==> src/rtl/glb_host_sequencer.sv <==
// -----------------------------------------------------------------------------
// glb_host_sequencer
//
// Host-side sequencer for main_local. It accepts weight and iact words on a
// valid/ready stream and writes them into the GLB write ports. It then runs the
// weight and iact load phases and NUM_ITER compute passes. After each pass it
// reads X_dim psums back and streams them out on a valid/ready stream.
//
// Ports
//   clk, reset                  clock, asynchronous active-high reset
//   go                          1-cycle start pulse (honoured only in IDLE)
//   in_valid/in_ready/in_data   input word stream (weights first, then iacts)
//   out_valid/out_ready/out_data/out_last
//                               psum output stream; out_last marks the final
//                               psum of the final pass
//   busy, done                  status: busy while not IDLE, done for 1 cycle
//   write_en_*/w_addr_*/w_data_*
//                               GLB weight / iact write ports
//   val_enable_i_val_0_wght/iact
//                               load-phase enables
//   start                       compute start pulse
//   load_done, compute_done     accelerator status levels (edge-detected here)
//   val_0_req_read_psum, r_addr_psum, r_data_psum
//                               psum read port (data one cycle after request)
//
// Optional feature (macro GLB_HOST_CYCLE_COUNT_EN)
//   Adds output cycle_count[31:0]. It clears on an accepted go and counts every
//   busy cycle until DONE, saturating at all-ones.
// -----------------------------------------------------------------------------
module glb_host_sequencer #(
    parameter int DATA_BITWIDTH  = 16,
    parameter int ADDR_BITWIDTH  = 6,
    parameter int W_LOAD_ADDR    = 0,
    parameter int A_LOAD_ADDR    = 10,
    parameter int PSUM_LOAD_ADDR = 0,
    parameter int X_dim          = 3,
    parameter int kernel_size    = 3,
    parameter int act_size       = 5,
    parameter int NUM_ITER       = 3,
    parameter int VAL_EXTRA      = 3
) (
    input  logic                     clk,
    input  logic                     reset,
    input  logic                     go,
    input  logic                     in_valid,
    output logic                     in_ready,
    input  logic [DATA_BITWIDTH-1:0] in_data,
    output logic                     out_valid,
    input  logic                     out_ready,
    output logic [DATA_BITWIDTH-1:0] out_data,
    output logic                     out_last,
    output logic                     busy,
    output logic                     done,
    output logic                     write_en_wght,
    output logic [ADDR_BITWIDTH-1:0] w_addr_wght,
    output logic [DATA_BITWIDTH-1:0] w_data_wght,
    output logic                     write_en_iact,
    output logic [ADDR_BITWIDTH-1:0] w_addr_iact,
    output logic [DATA_BITWIDTH-1:0] w_data_iact,
    output logic                     val_enable_i_val_0_wght,
    output logic                     val_enable_i_val_0_iact,
    output logic                     start,
    input  logic                     load_done,
    input  logic                     compute_done,
    output logic                     val_0_req_read_psum,
    output logic [ADDR_BITWIDTH-1:0] r_addr_psum,
    input  logic [DATA_BITWIDTH-1:0] r_data_psum
`ifdef GLB_HOST_CYCLE_COUNT_EN
    ,
    output logic [31:0]              cycle_count
`endif
);

    typedef enum logic [3:0] {
        IDLE, WR_WGHT, WR_IACT, VAL_WGHT, WAIT_WLD, VAL_IACT, WAIT_ILD,
        START, WAIT_CMP, RD_REQ, RD_CAP, RD_OUT, DONE
    } state_t;

    localparam int CW = 16;

    // Terminal counts, pre-sized to the counter width.
    localparam logic [CW-1:0] WR_WGHT_LAST  = CW'(kernel_size * kernel_size - 1);
    localparam logic [CW-1:0] WR_IACT_LAST  = CW'(act_size * act_size - 1);
    localparam logic [CW-1:0] VAL_WGHT_LAST = CW'(kernel_size * kernel_size + VAL_EXTRA - 1);
    localparam logic [CW-1:0] VAL_IACT_LAST = CW'(act_size * act_size + VAL_EXTRA - 1);
    localparam logic [CW-1:0] COL_LAST      = CW'(X_dim - 1);
    localparam logic [CW-1:0] ITER_LAST     = CW'(NUM_ITER - 1);

    // Base addresses, reduced to address width so the sums wrap naturally.
    localparam logic [ADDR_BITWIDTH-1:0] W_BASE    = ADDR_BITWIDTH'(W_LOAD_ADDR);
    localparam logic [ADDR_BITWIDTH-1:0] A_BASE    = ADDR_BITWIDTH'(A_LOAD_ADDR);
    localparam logic [ADDR_BITWIDTH-1:0] PSUM_BASE = ADDR_BITWIDTH'(PSUM_LOAD_ADDR);
    localparam logic [ADDR_BITWIDTH-1:0] X_STRIDE  = ADDR_BITWIDTH'(X_dim);

    state_t          state, state_next;
    logic [CW-1:0]   cnt;      // words written / enable cycles in current phase
    logic [CW-1:0]   iter;     // compute pass index
    logic [CW-1:0]   col;      // psum index within the pass
    logic            load_done_q, compute_done_q;
    logic            load_rise, compute_rise;
    logic            in_hs;

    // Only edges count, so a level left over from an earlier phase is ignored.
    assign load_rise    = load_done & ~load_done_q;
    assign compute_rise = compute_done & ~compute_done_q;
    assign in_hs        = in_valid & in_ready;

    always_ff @(posedge clk or posedge reset) begin
        if (reset) state <= IDLE;
        else       state <= state_next;
    end

    always_comb begin
        // NOTE: every output and next-state gets a default first; a path that
        // skipped an assignment would infer a latch.
        state_next              = state;
        busy                    = (state != IDLE);
        done                    = 1'b0;
        in_ready                = 1'b0;
        val_enable_i_val_0_wght = 1'b0;
        val_enable_i_val_0_iact = 1'b0;
        start                   = 1'b0;
        val_0_req_read_psum     = 1'b0;
        r_addr_psum             = '0;
        out_valid               = 1'b0;
        out_last                = 1'b0;

        case (state)
            IDLE:     if (go) state_next = WR_WGHT;
            WR_WGHT: begin
                in_ready = 1'b1;
                if (in_valid && cnt == WR_WGHT_LAST) state_next = WR_IACT;
            end
            WR_IACT: begin
                in_ready = 1'b1;
                if (in_valid && cnt == WR_IACT_LAST) state_next = VAL_WGHT;
            end
            VAL_WGHT: begin
                val_enable_i_val_0_wght = 1'b1;
                if (cnt == VAL_WGHT_LAST) state_next = WAIT_WLD;
            end
            WAIT_WLD: if (load_rise) state_next = VAL_IACT;
            VAL_IACT: begin
                val_enable_i_val_0_iact = 1'b1;
                if (cnt == VAL_IACT_LAST) state_next = WAIT_ILD;
            end
            WAIT_ILD: if (load_rise) state_next = START;
            START: begin
                start      = 1'b1;
                state_next = WAIT_CMP;
            end
            WAIT_CMP: if (compute_rise) state_next = RD_REQ;
            RD_REQ: begin
                val_0_req_read_psum = 1'b1;
                r_addr_psum = PSUM_BASE + ADDR_BITWIDTH'(iter) * X_STRIDE
                            + ADDR_BITWIDTH'(col);
                state_next  = RD_CAP;
            end
            RD_CAP:   state_next = RD_OUT;
            RD_OUT: begin
                out_valid = 1'b1;
                out_last  = (iter == ITER_LAST) && (col == COL_LAST);
                if (out_ready) begin
                    if (col != COL_LAST)       state_next = RD_REQ;
                    else if (iter != ITER_LAST) state_next = START;
                    else                        state_next = DONE;
                end
            end
            DONE: begin
                done       = 1'b1;
                state_next = IDLE;
            end
            default:  state_next = IDLE;
        endcase
    end

    // NOTE: the datapath registers (write ports, out_data) are reset as well,
    // so every output reads 0 while reset is asserted, including mid-run.
    always_ff @(posedge clk or posedge reset) begin
        if (reset) begin
            cnt            <= '0;
            iter           <= '0;
            col            <= '0;
            load_done_q    <= 1'b0;
            compute_done_q <= 1'b0;
            write_en_wght  <= 1'b0;
            w_addr_wght    <= '0;
            w_data_wght    <= '0;
            write_en_iact  <= 1'b0;
            w_addr_iact    <= '0;
            w_data_iact    <= '0;
            out_data       <= '0;
        end else begin
            // NOTE: non-blocking assignments so every flop here samples the
            // pre-edge values of cnt/iter/col regardless of statement order.
            load_done_q    <= load_done;
            compute_done_q <= compute_done;
            write_en_wght  <= 1'b0;
            write_en_iact  <= 1'b0;

            case (state)
                IDLE: if (go) begin
                    cnt  <= '0;
                    iter <= '0;
                    col  <= '0;
                end
                WR_WGHT: if (in_hs) begin
                    write_en_wght <= 1'b1;
                    w_addr_wght   <= W_BASE + ADDR_BITWIDTH'(cnt);
                    w_data_wght   <= in_data;
                    cnt           <= (cnt == WR_WGHT_LAST) ? '0 : cnt + 1'b1;
                end
                WR_IACT: if (in_hs) begin
                    write_en_iact <= 1'b1;
                    w_addr_iact   <= A_BASE + ADDR_BITWIDTH'(cnt);
                    w_data_iact   <= in_data;
                    cnt           <= (cnt == WR_IACT_LAST) ? '0 : cnt + 1'b1;
                end
                VAL_WGHT: cnt <= (cnt == VAL_WGHT_LAST) ? '0 : cnt + 1'b1;
                VAL_IACT: cnt <= (cnt == VAL_IACT_LAST) ? '0 : cnt + 1'b1;
                RD_CAP:   out_data <= r_data_psum;
                RD_OUT: if (out_ready) begin
                    if (col == COL_LAST) begin
                        col  <= '0;
                        iter <= iter + 1'b1;
                    end else begin
                        col  <= col + 1'b1;
                    end
                end
                default: ;
            endcase
        end
    end

`ifdef GLB_HOST_CYCLE_COUNT_EN
    // Counts busy cycles of one run; holds its value from DONE until next go.
    always_ff @(posedge clk or posedge reset) begin
        if (reset)
            cycle_count <= '0;
        else if (state == IDLE && go)
            cycle_count <= '0;
        else if (state != IDLE && state != DONE && cycle_count != 32'hFFFF_FFFF)
            cycle_count <= cycle_count + 32'd1;
    end
`else
    // Cycle counter not built.
`endif

endmodule

==> config.mk <==
export PLATFORM = sky130hd
export DESIGN_NAME = glb_host_sequencer
export DESIGN_NICKNAME = d
export VERILOG_FILES = /design/src/rtl/glb_host_sequencer.sv
export SDC_FILE = /design/constraint.sdc
export NUM_CORES = 1
export LEC_CHECK = 0
export CAP_MARGIN = 30
export CELL_PAD_IN_SITES_DETAIL_PLACEMENT = 2
export CELL_PAD_IN_SITES_GLOBAL_PLACEMENT = 2
export CORE_MARGIN = 2
export CORE_UTILIZATION = 35
export DETAILED_ROUTE_END_ITERATION = 12
export GPL_ROUTABILITY_DRIVEN = 0
export PLACE_DENSITY = 0.82
export REMOVE_ABC_BUFFERS = 1
export SLEW_MARGIN = 20
export SYNTH_ARGS = -nofsm -noshare
export SYNTH_HDL_FRONTEND = slang
export SYNTH_SLANG_ARGS = --single-unit
==> constraint.sdc <==
create_clock -name clk -period 6.2 [get_ports clk]
set_input_delay 0.62 -clock clk [delete_from_list [all_inputs] [get_ports clk]]
set_output_delay 0.62 -clock clk [all_outputs]
set_load 0.02 [all_outputs]
# Yosys cells after proc, flatten, opt, wreduce, memory -nomap -nowiden
# Cells that the tools add are included.
[word_totals]
input_bits = 39
word_cells = 108
regBits = 116
output_inout_bits = 77
[op_classes]
multipliers = 1
n_reduce_logical = 14
n_eq_ne = 32
add_sub_neg = 5
n_bitwise = 5
muxes = 38
[ops]
columns = ["op", "count"]
rows = [
  ["16-bit 2-to-1 mux", 11],
  ["16-bit one-hot mux with 5 select lines", 1],
  ["16-bit one-hot mux with 2 select lines", 2],
  ["16-bit by 1-bit adder with 16-bit output, second input constant", 3],
  ["4-bit one-hot mux with 12 select lines", 1],
  ["4-bit 2-to-1 mux", 11],
  ["16-bit by 2-bit equality test with 1-bit output, second input constant", 2],
  ["16-bit by 4-bit equality test with 1-bit output, second input constant", 2],
  ["16-bit by 5-bit equality test with 1-bit output, second input constant", 2],
  ["16-bit by 2-bit inequality test with 1-bit output, second input constant", 2],
  ["2-bit inequality test, second input constant", 12],
  ["4-bit equality test, second input constant", 5],
  ["4-bit by 3-bit equality test with 1-bit output, second input constant", 4],
  ["1-bit 2-to-1 mux", 11],
  ["9-bit AND reduction", 1],
  ["4-bit by 2-bit equality test with 1-bit output, second input constant", 2],
  ["4-bit AND reduction", 2],
  ["4-bit by 6-bit adder with 6-bit output, first input constant", 1],
  ["6-bit adder", 1],
  ["6-bit by 2-bit multiplier with 6-bit output, second input constant", 1],
  ["6-bit 2-to-1 mux", 1],
  ["5-bit nonzero test", 1],
  ["4-bit by 1-bit equality test with 1-bit output, second input constant", 1],
  ["4-bit zero test", 1],
  ["other kinds (8)", 14],
]

# Longest topological paths before layout
[depth]
ltp_word = 6
mapped_depth = 9
depth_no_buf = 7

# Worst setup path before layout
# Ideal clock, no wire load.
[synth_path]
path_kind = "register to output"
start = "register iter[0]"
end = "output port r_addr_psum[5]"
n_path_buf = 0
arrival_ns = 2.278
path_stages_with_launch = 8
required_ns = 5.580
slack_ns = 3.302
cell_sequence = "dfrtp_1 -> fa_1 -> ha_1 -> fa_1 -> a21o_1 -> a21oi_1 -> xnor2_1 -> nor2_1"
[synth_between]
elab_chain_len = 3
[synth_rtl]
columns = ["item", "line_no", "source"]
rows = [
  ["start, declared", "97", "logic [CW-1:0] iter;"],
  ["start signal, assigned", "225", "iter <= iter + 1'b1;"],
  ["6-bit by 2-bit multiplier with 6-bit output", "155", "r_addr_psum = PSUM_BASE + ADDR_BITWIDTH'(iter) * X_STRIDE"],
  ["6-bit adder", "156", "+ ADDR_BITWIDTH'(col);"],
  ["6-bit 2-to-1 mux", "128", "case (state)"],
  ["end, declared", "66", "output logic [ADDR_BITWIDTH-1:0] r_addr_psum,"],
]
# Every way passes these cells.

# Final worst setup path
# Same ends and word-level chain as after synthesis.

==> Implementation_results.wiki <==
{| class="wikitable"
! Metric !! Value
|-
| Category of cells accounting for the largest share of critical-path delay || adder cells
|-
| Buffer cell driving the clock tree root || sky130_fd_sc_hd__clkbuf_16
|-
| Required time reported for the critical path endpoint || 5580 ps
|-
| Total power after layout || 0.00395 W
|-
| Number of I/O pins || 116
|-
| Tightest Hold Check Type || flop to flop
|-
| Post-detailed-route wirelength per cell || 22.6 um
|-
| Global-route wire length before repair || 34.3 mm
|-
| Clock-pin slew on the worst setup and hold paths || 60 ps
|-
| Floorplan die area || 18,000 um^2
|-
| Net Switching || 0.00159 W
|-
| Power per cell area || 496 nW/um^2
|-
| Critical path cell sequence || fa_1 > ha_1 > fa_1 > a21o_1 > a21oi_1 > xnor2_1 > nor2_1 > clkdlybuf4s50_1
|-
| Total number of clock tree sinks || 116
|-
| Fraction of final layout cells sized beyond drive strength 1 || 10.1%
|-
| Core footprint || 16,600 um^2
|-
| Number of nets in the finished design || 782
|-
| Crit-path max cell delay || 640 ps
|-
| Final routed DRC violation total || 0
|-
| Largest area contributor in the netlist || sky130_fd_sc_hd__dfrtp_1
|-
| Antenna diode instance count || 0
|-
| Finish-stage setup viols || 0
|-
| Layout overhead on the synthesized area || 33.9%
|-
| Flip-flop and latch count after synthesis || 116
|-
| Initial cell density of the core || 35.8%
|-
| Met2 GRT Util || 43.8%
|-
| Final critical path time including I/O delays and setup || 4030 ps
|-
| Vertical die dimension || 134 um
|-
| Distinct cell type count after synthesis || 56
|-
| Final antenna-violating net count || 0
|-
| Per-cell via count in the routed design || 5.43
|-
| VDD IR-drop max || 0.000253 V
|-
| Number of buffers on the longest clock path || 2
|-
| Post-route setup TNS || 0 ps
|-
| TritonCTS clock tree || done
|-
| GRT Total Usage || 24.8%
|-
| Met3 track demand over resource || 5.33%
|-
| Setup crit end kind || primary output
|-
| Highest fanout seen on the critical path || 10
|-
| Pin count of the biggest net entering global routing || 72
|-
| Resized Gates After CTS || 0
|-
| Number of port buffers || 115
|-
| Dominant cell by count in the synthesized netlist || sky130_fd_sc_hd__nand2_1
|-
| Top cell type's share of synthesized area || 48.8%
|-
| Maximum achievable frequency || 0.248 GHz
|-
| CTS buffer count || 17
|-
| Mapped Avg Cell Area || 9.81 um^2
|-
| Number of buffers and inverters on the critical path || 1
|-
| Length of the first detailed-routing pass in iterations || 4
|-
| Comb power frac || 41.2%
|-
| Post-CTS Hold Buffers || 0
|-
| Clock skew || 10.1 ps
|-
| Worst slack after detailed placement || 2430 ps
|-
| Number of antenna violations at the first check in global routing || 0
|-
| Count of yosys warnings during synthesis || 0
|-
| Cell Area, Synth || 5940 um^2
|-
| Met1 track demand over resource || 30.3%
|-
| Chip Width || 134 um
|-
| Count of max-cap constraint violations || 0
|-
| Commonest register cell after synthesis || sky130_fd_sc_hd__dfrtp_1
|-
| Arrival time at the worst endpoint || 3410 ps
|-
| GRT overflow || 0
|-
| Run status || complete, no violations
|-
| Most instantiated cells after synthesis || sky130_fd_sc_hd__nand2_1, sky130_fd_sc_hd__dfrtp_1, sky130_fd_sc_hd__nor2_1
|-
| Number of cells produced by synthesis || 606
|-
| Biggest area contributors in the synthesized netlist || sky130_fd_sc_hd__dfrtp_1, sky130_fd_sc_hd__nand2_1, sky130_fd_sc_hd__mux2_2
|-
| Clk Latency, worst-skew pair || 430 ps
|-
| Sw Ratio || 40.3%
|-
| 1st-iter DRT viols || 243
|-
| Final setup margin || 2170 ps
|-
| RSZ-0062 raised after global routing || false
|-
| Number of enable flip-flop cells after synthesis || 0
|-
| Routed vias || 5,172
|-
| Number of pins exceeding their max-slew limit in the final report || 0
|-
| Static leakage power || 3.53 nW
|-
| Max stage delay cell, worst path || sky130_fd_sc_hd__clkdlybuf4s50_1
|-
| Placed wire-length estimate after detailed placement || 13.8 mm
|-
| Startpoint-to-endpoint class of the critical path || flop to primary output
|-
| Number of global-route vias before repair || 5,842
|-
| Level count of the clock H-tree || 4
|-
| Number of standard-cell rows in the floorplan || 47
|-
| Hold Fails Final Rpt || 0
|-
| Routing layer with the top usage in global route || met2
|-
| Max transition margin || 38.7%
|-
| Worst Tran Pin Value || 914 ps
|-
| Worst Hold Slack || 487 ps
|-
| Final period util || 65.0%
|-
| Cell Int Power || 0.00236 W
|-
| Cell type with the highest occurrence count on the critical path || sky130_fd_sc_hd__fa_1
|-
| Post-synthesis async set-or-reset flop share || 100%
|-
| Post-CTS Setup Inserts || 0
|-
| Startpoint class of the critical path || flop
|-
| Total detailed-routing wirelength || 21.5 mm
|-
| Share of synthesized area occupied by flip-flops and latches || 48.8%
|-
| Part of the total power dissipated in sequential elements || 31.3%
|-
| Part of the power in the clock network || 27.5%
|}
## stage by stage
step | cell area [um^2] | std cells | util (%)
after floorplan | 5820 | 580 | -
after global placement | 7280 | 919 | 43.9
after detailed placement | 7280 | 919 | 43.9
after CTS | 7930 | 951 | 47.8
after global routing | 7960 | 953 | 48.0
final | 7960 | 953 | 48.0
## worst paths after layout
| kind | to | cells after the start | slack (ps) | start |
|---|---|---|---|---|
| worst max register to register | cnt[5] | 5 | 3190 | state[0] |
| worst max-delay path | r_addr_psum[5] | 8 | 2170 | iter[0] |
| worst min register to register | w_addr_iact[2] | 2 | 490 | w_addr_iact[2] |
| max in group asynchronous | col[10] | 4 | 4380 | reset |
| min in group asynchronous | w_data_iact[14] | 2 | 630 | reset |
| worst min-delay path | w_addr_iact[2] | 2 | 490 | w_addr_iact[2] |
## tightest hold or removal path, delay by kind of cell, from the launching register on
kind          cells  cell delay [ps]
simple gates      2              110
flops             1              340
## kinds of logic after synthesis
| family | after synthesis | share of synthesized area (%) |
|---|---|---|
| buffers and inverters | 46 | 3.35 |
| muxes | 21 | 3.98 |
| DFF | 116 | 48.8 |
| AOI/OAI and AO/OA | 86 | 10.5 |
| and+or+nand+nor | 278 | 22.6 |
| xor gates and xnor gates | 36 | 5.31 |
| adders and majority gates | 23 | 5.47 |
## placed cells by master (no fill, tap or decap), drive strengths merged, types with 7 or more instances in the layout
master / n
nor3: 11
or4: 7
and2: 7
inv: 19
and4: 8
dfrtp: 116
o31ai: 14
xor2: 22
nand4: 16
o21ai: 26
ha: 18
nor2: 36
xnor2: 14
nor2b: 9
nand3: 20
nand2: 134
clkbuf: 22
clkdlybuf4s50: 115
a21oi: 16
nor4: 7
mux2: 21
## power groups by stage
stage          sequential [W]  clock, W  combinational [W]
2_1_floorplan         0.00139         0           0.000649
3_3_place_gp          0.00121         0            0.00150
3_5_place_dp          0.00123         0            0.00158
4_1_cts               0.00123   0.00110            0.00163
5_1_grt               0.00127   0.00113            0.00176
6_report              0.00123   0.00109            0.00163
## sequential cells by signal (all words and copies together), names as in the netlist
| name | count |
|---|---|
| w_addr_wght | 6 |
| iter | 16 |
| w_data_iact | 16 |
| w_data_wght | 16 |
| write_en_wght | 1 |
| out_data | 16 |
| w_addr_iact | 6 |
| state | 4 |
| cnt | 16 |
| col | 16 |
| write_en_iact | 1 |
| load_done_q | 1 |
| compute_done_q | 1 |
## metal layers
metal | vias up | wire, um
met1 | 2691 | 9220
met3 | 24 | 879
met2 | 124 | 11100
met4 | 0 | 332
li1 | 2333 | -
met5 | - | 0
## layout make-up
cell class / count / area [um^2]
tap: 220 / 275
fill: 1731 / 8630
clock inverter: 11 / 174
multi-input combinational: 444 / 2850
inverter: 20 / 77.6
sequential: 116 / 2900
clock buffer: 21 / 470
timing repair buffer: 121 / 1210
No activity file was read; power rests on OpenSTA's default activity.
